File: config.mk
export PLATFORM = sky130hd
export DESIGN_NAME = wb_port_arbiter_flat
export DESIGN_NICKNAME = d
export VERILOG_FILES = /design/src/rtl/wb_port_arbiter_if.sv /design/src/rtl/wb_port_arbiter.sv /design/src/flat_wrapper.sv
export SDC_FILE = /design/constraint.sdc
export NUM_CORES = 1
export LEC_CHECK = 0
export BUFFER_PORTS_ARGS = -buffer_cell sky130_fd_sc_hd__buf_2
export CAP_MARGIN = 20
export CORE_MARGIN = 5
export CORE_UTILIZATION = 52
export CTS_CLUSTER_DIAMETER = 40
export CTS_CLUSTER_SIZE = 40
export DETAILED_ROUTE_END_ITERATION = 6
export GPL_TIMING_DRIVEN = 1
export PLACE_DENSITY_LB_ADDON = 0.2
export SYNTH_ARGS = -nofsm -noshare
export SYNTH_HDL_FRONTEND = slang
export SYNTH_SLANG_ARGS = --single-unit
File: constraint.sdc
create_clock -name clk_i -period 2.73 [get_ports clk_i]
set_input_delay 0.4095 -clock clk_i [delete_from_list [all_inputs] [get_ports clk_i]]
set_output_delay 0.4095 -clock clk_i [all_outputs]
set_load 0.05 [all_outputs]
File: src/rtl/wb_port_arbiter_if.sv
// Register-file write-port bundle shared by the MEM/WB writeback,
// the multi-cycle result return and the register file.
interface wb_port_arbiter_if #(
  parameter int ADDR_W = 5,
  parameter int DATA_W = 32
);
  logic              pipe_RegWrite_i;
  logic [ADDR_W-1:0] pipe_RDaddr_i;
  logic [DATA_W-1:0] pipe_data_i;
  logic              mc_valid_i;
  logic [ADDR_W-1:0] mc_RDaddr_i;
  logic [DATA_W-1:0] mc_data_i;
  logic              mc_ready_o;
  logic              stall_o;
  logic              RegWrite_o;
  logic [ADDR_W-1:0] RDaddr_o;
  logic [DATA_W-1:0] RDdata_o;
  logic [1:0]        qcount_o;

  modport master (
    output pipe_RegWrite_i, pipe_RDaddr_i, pipe_data_i,
    output mc_valid_i, mc_RDaddr_i, mc_data_i,
    input  mc_ready_o, stall_o, RegWrite_o,
    input  RDaddr_o, RDdata_o, qcount_o
  );

  modport slave (
    input  pipe_RegWrite_i, pipe_RDaddr_i, pipe_data_i,
    input  mc_valid_i, mc_RDaddr_i, mc_data_i,
    output mc_ready_o, stall_o, RegWrite_o,
    output RDaddr_o, RDdata_o, qcount_o
  );
endinterface

File: src/rtl/wb_port_arbiter.sv
// Write-port arbiter: pipeline writeback vs. multi-cycle results,
// with a 2-entry result queue and starvation-driven pipeline stall.
module wb_port_arbiter #(
  parameter int ADDR_W     = 5,
  parameter int DATA_W     = 32,
  parameter int STARVE_MAX = 4
) (
  input logic clk_i,
  input logic start_i,
  wb_port_arbiter_if.slave bus
);
  localparam int SW = $clog2(STARVE_MAX + 1);

  typedef struct packed {
    logic [ADDR_W-1:0] addr;
    logic [DATA_W-1:0] data;
  } ent_t;

  ent_t          q0, q1, n0, n1, mcEnt;
  logic [1:0]    cnt, cntN;
  logic [SW-1:0] stv, stvN;

  logic pipeEff, mcNz, qNe, forced;
  logic pipeWin, qWin, bypass;
  logic ready, pop, push;
  logic keep0, keep1;

  always_comb begin
    pipeEff = bus.pipe_RegWrite_i &&
              (bus.pipe_RDaddr_i != '0);
    mcNz    = bus.mc_RDaddr_i != '0;
    qNe     = cnt != 2'd0;
    forced  = qNe && (stv == SW'(STARVE_MAX));
    pipeWin = !forced && pipeEff;
    qWin    = !forced && !pipeEff && qNe;
    bypass  = !qNe && !pipeEff &&
              bus.mc_valid_i && mcNz;
    // readiness uses pre-pop occupancy
    ready   = start_i && (cnt != 2'd2);
    pop     = forced || qWin;
    push    = bus.mc_valid_i && ready &&
              mcNz && !bypass;
  end

  always_ff @(posedge clk_i or negedge start_i) begin
    if (!start_i) begin
      q0  <= '0;
      q1  <= '0;
      cnt <= '0;
      stv <= '0;
    end else begin
      q0  <= n0;
      q1  <= n1;
      cnt <= cntN;
      stv <= stvN;
    end
  end

  always_comb begin
    mcEnt.addr = bus.mc_RDaddr_i;
    mcEnt.data = bus.mc_data_i;
    // a pipe win squashes older queued writes to the same register
    keep0 = (cnt != 2'd0) && !pop &&
            !(pipeWin && q0.addr == bus.pipe_RDaddr_i);
    keep1 = (cnt == 2'd2) &&
            !(pipeWin && q1.addr == bus.pipe_RDaddr_i);
    n0 = q0;
    n1 = q1;
    if (keep0) begin
      n1 = keep1 ? q1 : mcEnt;
    end else if (keep1) begin
      n0 = q1;
      n1 = mcEnt;
    end else begin
      n0 = mcEnt;
    end
    cntN = 2'(keep0) + 2'(keep1) + 2'(push);
    stvN = stv;
    if (!qNe || pop)
      stvN = '0;
    else if (pipeWin && stv != SW'(STARVE_MAX))
      stvN = stv + SW'(1);
  end

  always_comb begin
    bus.RegWrite_o = 1'b0;
    bus.RDaddr_o   = '0;
    bus.RDdata_o   = '0;
    bus.stall_o    = 1'b0;
    if (start_i) begin
      unique case (1'b1)
        forced: begin
          bus.RegWrite_o = 1'b1;
          bus.RDaddr_o   = q0.addr;
          bus.RDdata_o   = q0.data;
          bus.stall_o    = 1'b1;
        end
        pipeWin: begin
          bus.RegWrite_o = 1'b1;
          bus.RDaddr_o   = bus.pipe_RDaddr_i;
          bus.RDdata_o   = bus.pipe_data_i;
        end
        qWin: begin
          bus.RegWrite_o = 1'b1;
          bus.RDaddr_o   = q0.addr;
          bus.RDdata_o   = q0.data;
        end
        bypass: begin
          bus.RegWrite_o = 1'b1;
          bus.RDaddr_o   = bus.mc_RDaddr_i;
          bus.RDdata_o   = bus.mc_data_i;
        end
        default: ;
      endcase
    end
  end

  assign bus.mc_ready_o = ready;
  assign bus.qcount_o   = cnt;
endmodule

File: src/flat_wrapper.sv
// flat-port wrapper written by rule: the top's interface ports become plain ports
module wb_port_arbiter_flat 
#(
  parameter int ADDR_W     = 5,
  parameter int DATA_W     = 32,
  parameter int STARVE_MAX = 4
)
  (clk_i, start_i, bus_pipe_RegWrite_i, bus_pipe_RDaddr_i, bus_pipe_data_i, bus_mc_valid_i, bus_mc_RDaddr_i, bus_mc_data_i, bus_mc_ready_o, bus_stall_o, bus_RegWrite_o, bus_RDaddr_o, bus_RDdata_o, bus_qcount_o);
  wb_port_arbiter_if #(.ADDR_W(ADDR_W), .DATA_W(DATA_W)) bus_i ();
  input logic clk_i;
  input logic start_i;
  input wire logic [$bits(bus_i.pipe_RegWrite_i)-1:0] bus_pipe_RegWrite_i;
  input wire logic [$bits(bus_i.pipe_RDaddr_i)-1:0] bus_pipe_RDaddr_i;
  input wire logic [$bits(bus_i.pipe_data_i)-1:0] bus_pipe_data_i;
  input wire logic [$bits(bus_i.mc_valid_i)-1:0] bus_mc_valid_i;
  input wire logic [$bits(bus_i.mc_RDaddr_i)-1:0] bus_mc_RDaddr_i;
  input wire logic [$bits(bus_i.mc_data_i)-1:0] bus_mc_data_i;
  output wire logic [$bits(bus_i.mc_ready_o)-1:0] bus_mc_ready_o;
  output wire logic [$bits(bus_i.stall_o)-1:0] bus_stall_o;
  output wire logic [$bits(bus_i.RegWrite_o)-1:0] bus_RegWrite_o;
  output wire logic [$bits(bus_i.RDaddr_o)-1:0] bus_RDaddr_o;
  output wire logic [$bits(bus_i.RDdata_o)-1:0] bus_RDdata_o;
  output wire logic [$bits(bus_i.qcount_o)-1:0] bus_qcount_o;
  assign bus_i.pipe_RegWrite_i = bus_pipe_RegWrite_i;
  assign bus_i.pipe_RDaddr_i = bus_pipe_RDaddr_i;
  assign bus_i.pipe_data_i = bus_pipe_data_i;
  assign bus_i.mc_valid_i = bus_mc_valid_i;
  assign bus_i.mc_RDaddr_i = bus_mc_RDaddr_i;
  assign bus_i.mc_data_i = bus_mc_data_i;
  assign bus_mc_ready_o = bus_i.mc_ready_o;
  assign bus_stall_o = bus_i.stall_o;
  assign bus_RegWrite_o = bus_i.RegWrite_o;
  assign bus_RDaddr_o = bus_i.RDaddr_o;
  assign bus_RDdata_o = bus_i.RDdata_o;
  assign bus_qcount_o = bus_i.qcount_o;
  wb_port_arbiter #(.ADDR_W(ADDR_W), .DATA_W(DATA_W), .STARVE_MAX(STARVE_MAX)) u_core (.clk_i(clk_i), .start_i(start_i), .bus(bus_i));
endmodule
**Word level (Yosys, flattened, before mapping)**

Index checks and enable logic that the tools add are counted.

- Input port bits: 78
- Flip-flop bits (word level): 79
- Output and inout bits: 42
- Word-level logic and storage cells: 62

- Mux-type cells: 13
- Add/sub/neg operators: 3
- Equality and inequality tests: 6
- Reductions and logical operators: 34

Operators by type and width:

| cell | count |
|---|---|
| 2-to-1 mux 37 bit | 3 |
| one-hot mux 32 bit (3 select lines) | 1 |
| 2-to-1 mux 32 bit | 1 |
| logical AND 1 bit | 18 |
| one-hot mux 5 bit (3 select lines) | 1 |
| equality test 5 bit | 2 |
| nonzero test 5 bit | 2 |
| zero test 1 bit | 7 |
| 2-to-1 mux 3 bit | 2 |
| nonzero test 2 bit | 3 |
| 2-to-1 mux 5 bit | 1 |
| 2-to-1 mux 1 bit | 4 |
| OR reduction 4 bit | 1 |
| adder 3 x 1 -> 3 bit, second input constant | 1 |
| equality test 3 bit, second input constant | 1 |
| inequality test 3 bit, second input constant | 1 |
| adder 1 x 1 -> 2 bit | 1 |
| adder 2 x 1 -> 2 bit | 1 |
| equality test 2 bit, second input constant | 1 |
| logical OR 1 bit | 2 |
| inequality test 2 bit, second input constant | 1 |
| OR reduction 2 bit | 1 |

**Logic depth before layout (Yosys ltp)**

- Word-level depth: 11
- Depth in mapped cells: 10

**Worst setup path after synthesis**

Ideal clock, no wire load.

- Path kind: in2out
- Start: in bus_pipe_RDaddr_i[1]
- End: out bus_RDaddr_o[0]
- Data required time: 2321 ps
- Stages: 6
- Buffers on the path: 1
- Slack: -508 ps
- Arrival: 2828 ps
- Path through: or4_1 -> o21a_1 -> nor3_1 -> clkbuf_1 -> a22oi_1 -> a21oi_1

- Word-level cells in the longest chain between the ends: 8
- Elaborated cells between the ends (all ways): 12
- Classes of those cells: 2 x mux; 10 x reduce/logical

Ends and longest elaborated chain:

| item | line | text |
|---|---|---|
| start: declaration | flat_wrapper.sv:13 | `input wire logic [$bits(bus_i.pipe_RDaddr_i)-1:0] bus_pipe_RDaddr_i;` |
| nonzero test 5 bit * | wb_port_arbiter.sv:30 | `(bus.pipe_RDaddr_i != '0);` |
| logical AND 1 bit * | wb_port_arbiter.sv:29 | `pipeEff = bus.pipe_RegWrite_i &&` |
| zero test 1 bit | wb_port_arbiter.sv:35, wb_port_arbiter.sv:36 |  |
| logical AND 1 bit (on tied branches) (2 in a row) | wb_port_arbiter.sv:35, wb_port_arbiter.sv:36 |  |
| OR reduction 2 bit (no source line) / logical AND 1 bit (equally long branches) | -- |  |
| one-hot mux 5 bit (3 select lines) * | wb_port_arbiter.sv:91 | `unique case (1'b1)` |
| 2-to-1 mux 5 bit * | wb_port_arbiter.sv:90 | `if (start_i) begin` |
| end: declaration | flat_wrapper.sv:21 | `output wire logic [$bits(bus_i.RDaddr_o)-1:0] bus_RDaddr_o;` |

Mark *: on every way between the ends. The rest lies on a longest branch, timed or not.

**Final worst setup path**

- Start: reg u_core.stv[1]
- End: out bus_RDdata_o[16]

- Word-level cells in the longest chain between the ends: 8
- Elaborated cells between the ends (all ways): 9
- Classes of those cells: 1 x eq/ne; 2 x mux; 6 x reduce/logical

Ends and longest elaborated chain:

| item | line | text |
|---|---|---|
| start: declaration | wb_port_arbiter.sv:21 | `logic [SW-1:0] stv, stvN;` |
| start signal: assignment | wb_port_arbiter.sv:55 | `stv <= stvN;` |
| equality test 3 bit * | wb_port_arbiter.sv:33 | `forced = qNe && (stv == SW'(STARVE_MAX));` |
| logical AND 1 bit * | wb_port_arbiter.sv:33 |  |
| zero test 1 bit | wb_port_arbiter.sv:34, wb_port_arbiter.sv:35 |  |
| logical AND 1 bit (2 in a row) | wb_port_arbiter.sv:35 | `qWin = !forced && !pipeEff && qNe;` |
| OR reduction 2 bit (no source line) | -- |  |
| one-hot mux 32 bit (3 select lines) * | wb_port_arbiter.sv:91 |  |
| 2-to-1 mux 32 bit * | wb_port_arbiter.sv:90 |  |
| end: declaration | flat_wrapper.sv:22 | `output wire logic [$bits(bus_i.RDdata_o)-1:0] bus_RDdata_o;` |

Marked as above.

==> metrics <==
starting utilization of the core area 0.523; IR drop worst, VDD 0.000448 V; area inside the core boundary 8090 µm²; EDFF count, synth 0; max capacitance violation total 0; number of vias in the routed layout 3543; horizontal die dimension 100 µm; fin crit share 0.984; Final Total Pwr 4.79 mW; final wirelength 11200 µm; hold violation total from the final report 0; number of antenna violations at the first check in global routing 0; I/O Pins 120; drt wl/cell 17.9 µm; fraction of the core area covered by cells at the end of the flow 0.710; total clock sinks 79; leakage component of the power 2.52 nW; count of distinct cell types in the synthesized netlist 35; quantity of I/O buffers inserted on ports 119; TritonCTS clock tree done; kind of critical path reg2out; CP startpoint kind register; CTS clk-pin slew, worst paths 0.08 ns; worst min-delay path class in2async; final estimated routing congestion in global placement 0.840; total overflow reported by the global router 0; overall track demand over capacity in global routing 0.212; final HPWL from detailed placement 7330 µm; number of buffers between clock root and the deepest sink 2; Avg Inst Size Synth 11.0 µm²; Peak Freq 0.372 GHz; total of flip-flops plus latches after synthesis 79; share of total power in sequential cells 0.390; endpoint kind of the worst setup timing path primary output; remaining antenna violation count 0; critical path fanouts, max 9; Final Max Slew Viols 0; share of cells above drive strength 1 0.468; required time at the endpoint of the critical path 2.32 ns; final antenna diode count 0; Worst path max stage delay 0.50 ns; shortest period the worst path allows 2.69 ns; clock buffers created by TritonCTS 9; CP Buf/Inv Count 3; total negative slack 0 ns; Post-Synthesis Cells 385; initial detailed-routing violation count 237; maximum clock skew at final layout 0.00660 ns; final worst setup slack 0.0450 ns; pin count of the biggest net entering global routing 80; clock root buffer sky130_fd_sc_hd__clkbuf_8; Worst-Margin Slew 0.981 ns; first-pass GRT wire length 17100 µm; sequential share of the synthesized area 0.467; status finished with violations; worst-path cell chain inv_1 -> ha_1 -> o211ai_1 -> o211a_4 -> clkbuf_16 -> a222oi_1 -> nor2_4 -> buf_4; clock latency on the worst-skew pair 0.35 ns; Row Count 33; synthesized cell area 4240 µm²; prevailing post-synth register cell sky130_fd_sc_hd__dfrtp_1; full die area 10100 µm²; maximum level of the CTS H-tree 3; final setup fails 0; cell with the largest stage delay on the worst path sky130_fd_sc_hd__a222oi_1; commonest cells after routing, fill and taps aside 84 x sky130_fd_sc_hd__buf_2, 79 x sky130_fd_sc_hd__dfrtp_1, 48 x sky130_fd_sc_hd__buf_4; total net switching power 1.67 mW; violations in the final reports DRC; Arrival @ worst endpoint 2.28 ns; share of flip-flops with an asynchronous set or reset 1.00; total power divided by cell area 834 nW/µm²; internal power summed over all cells 3.12 mW; Detailed Routing Iterations Pass 1 7; relative contribution of the clock network to total power 0.215; die span in y 100 µm; Yosys warning count 0; switch share 0.349; post-detailed-route DRC marker count 4; worst slew slack as a fraction of its limit 0.346; most common library cell in the layout ignoring fill and taps sky130_fd_sc_hd__buf_2; vias in the first global route 3638; signed area change from the synthesized netlist to the final layout 35.7%; Setup Slack @ Placement -0.103 ns; Via density 5.68; Top delay family on crit path compound AO/OA/AOI/OAI gates; combinational group share of total power 0.395; net count after synthesis 466; Nets 596
## timing repair
item / in CTS / in global routing
setup buffers: 0 / 2
pin swaps: 1 / 6
hold buffers: 0 / 0
setup endpoints to repair: 31 / 30
resized for setup: 33 / 12
gates cloned: 0 / 2
## area by class of cell
type	instances	area, µm²
flip-flops and latches	79	1980
repair buffers	149	1050
fillers	612	2340
multi-input cells	270	2330
well taps	105	131
clock buffers	10	128
clock inverters	5	106
inverters	6	22.5
## path summary, 6_finish.rpt
check                                   from                endpoint  slack (ns)  cells past startpoint
max                            u_core.stv[1]        bus_RDdata_o[16]        0.04                      8
min                                  start_i            u_core.q1[2]        0.32                      2
max reg2reg                    u_core.stv[0]            u_core.q1[0]        0.31                      9
min reg2reg                    u_core.stv[0]           u_core.stv[0]        0.46                      1
max in group asynchronous            start_i  u_core.bus.qcount_o[1]        1.77                      2
min in group clk_i         bus_mc_data_i[13]           u_core.q1[13]        0.32                      2
## flip-flops by register name, indices dropped and copies added (netlist names)
register / count
u_core.bus.qcount_o: 2
u_core.q0: 37
u_core.stv: 3
u_core.q1: 37
## metrics by stage
stage | cells | hold WS (ns) | instance area (µm²)
floorplan | 385 | 0.114 | 4430
global placement | 605 | 0.447 | 5330
detailed placement | 605 | 0.447 | 5330
CTS | 620 | 0.305 | 5650
global route | 624 | 0.307 | 5750
finish | 624 | 0.320 | 5750
## power groups by stage
stage	registers, mW	clock network [mW]	logic [mW]
6_report	1.87	1.03	1.89
5_1_grt	1.91	1.10	2.02
4_1_cts	1.86	1.05	1.88
3_5_place_dp	1.87	0	1.83
3_3_place_gp	1.85	0	1.78
2_1_floorplan	1.82	0	1.37
## cells by family (layout without fill, tap and decap cells)
family | count (synthesis) | in the layout | share of synthesized area
compound gates | 89 | 89 | 0.156
xor+xnor | 13 | 13 | 0.0287
fa+ha+maj | 3 | 3 | 0.00886
buf+inv | 36 | 170 | 0.0405
flops | 79 | 79 | 0.467
mux | 74 | 74 | 0.212
simple gates | 91 | 91 | 0.0866
## per-layer routing
| metal | up-vias | part of all wire | GRT usage |
|---|---|---|---|
| li1 | 1688 | - | - |
| met5 | - | 0 | 0 |
| met2 | 100 | 0.51 | 0.374 |
| met4 | 0 | 0.017 | 0.0694 |
| met1 | 1742 | 0.42 | 0.258 |
| met3 | 13 | 0.057 | 0.0459 |
## cells in the mapped netlist, types with 2 or more instances
cell type	number	area [µm²]
sky130_fd_sc_hd__dfrtp_1	79	1980
sky130_fd_sc_hd__nor2_1	73	274
sky130_fd_sc_hd__a21oi_1	43	215
sky130_fd_sc_hd__mux2i_1	37	370
sky130_fd_sc_hd__a222oi_1	32	320
sky130_fd_sc_hd__mux2_4	30	450
sky130_fd_sc_hd__clkbuf_1	19	71.3
sky130_fd_sc_hd__mux2_2	7	78.8
sky130_fd_sc_hd__nand2_1	7	26.3
sky130_fd_sc_hd__xnor2_1	7	61.3
sky130_fd_sc_hd__inv_1	6	22.5
sky130_fd_sc_hd__xor2_1	5	43.8
sky130_fd_sc_hd__a32oi_1	3	26.3
sky130_fd_sc_hd__buf_1	3	11.3
sky130_fd_sc_hd__buf_4	3	22.5
sky130_fd_sc_hd__buf_6	3	33.8
sky130_fd_sc_hd__ha_1	3	37.5
sky130_fd_sc_hd__nor3_1	3	15.0
sky130_fd_sc_hd__a21o_1	2	15.0
sky130_fd_sc_hd__a22oi_1	2	15.0
sky130_fd_sc_hd__and2_1	2	12.5
sky130_fd_sc_hd__buf_2	2	10.0
sky130_fd_sc_hd__or4_1	2	15.0
Power figures use the tool's default switching activity.
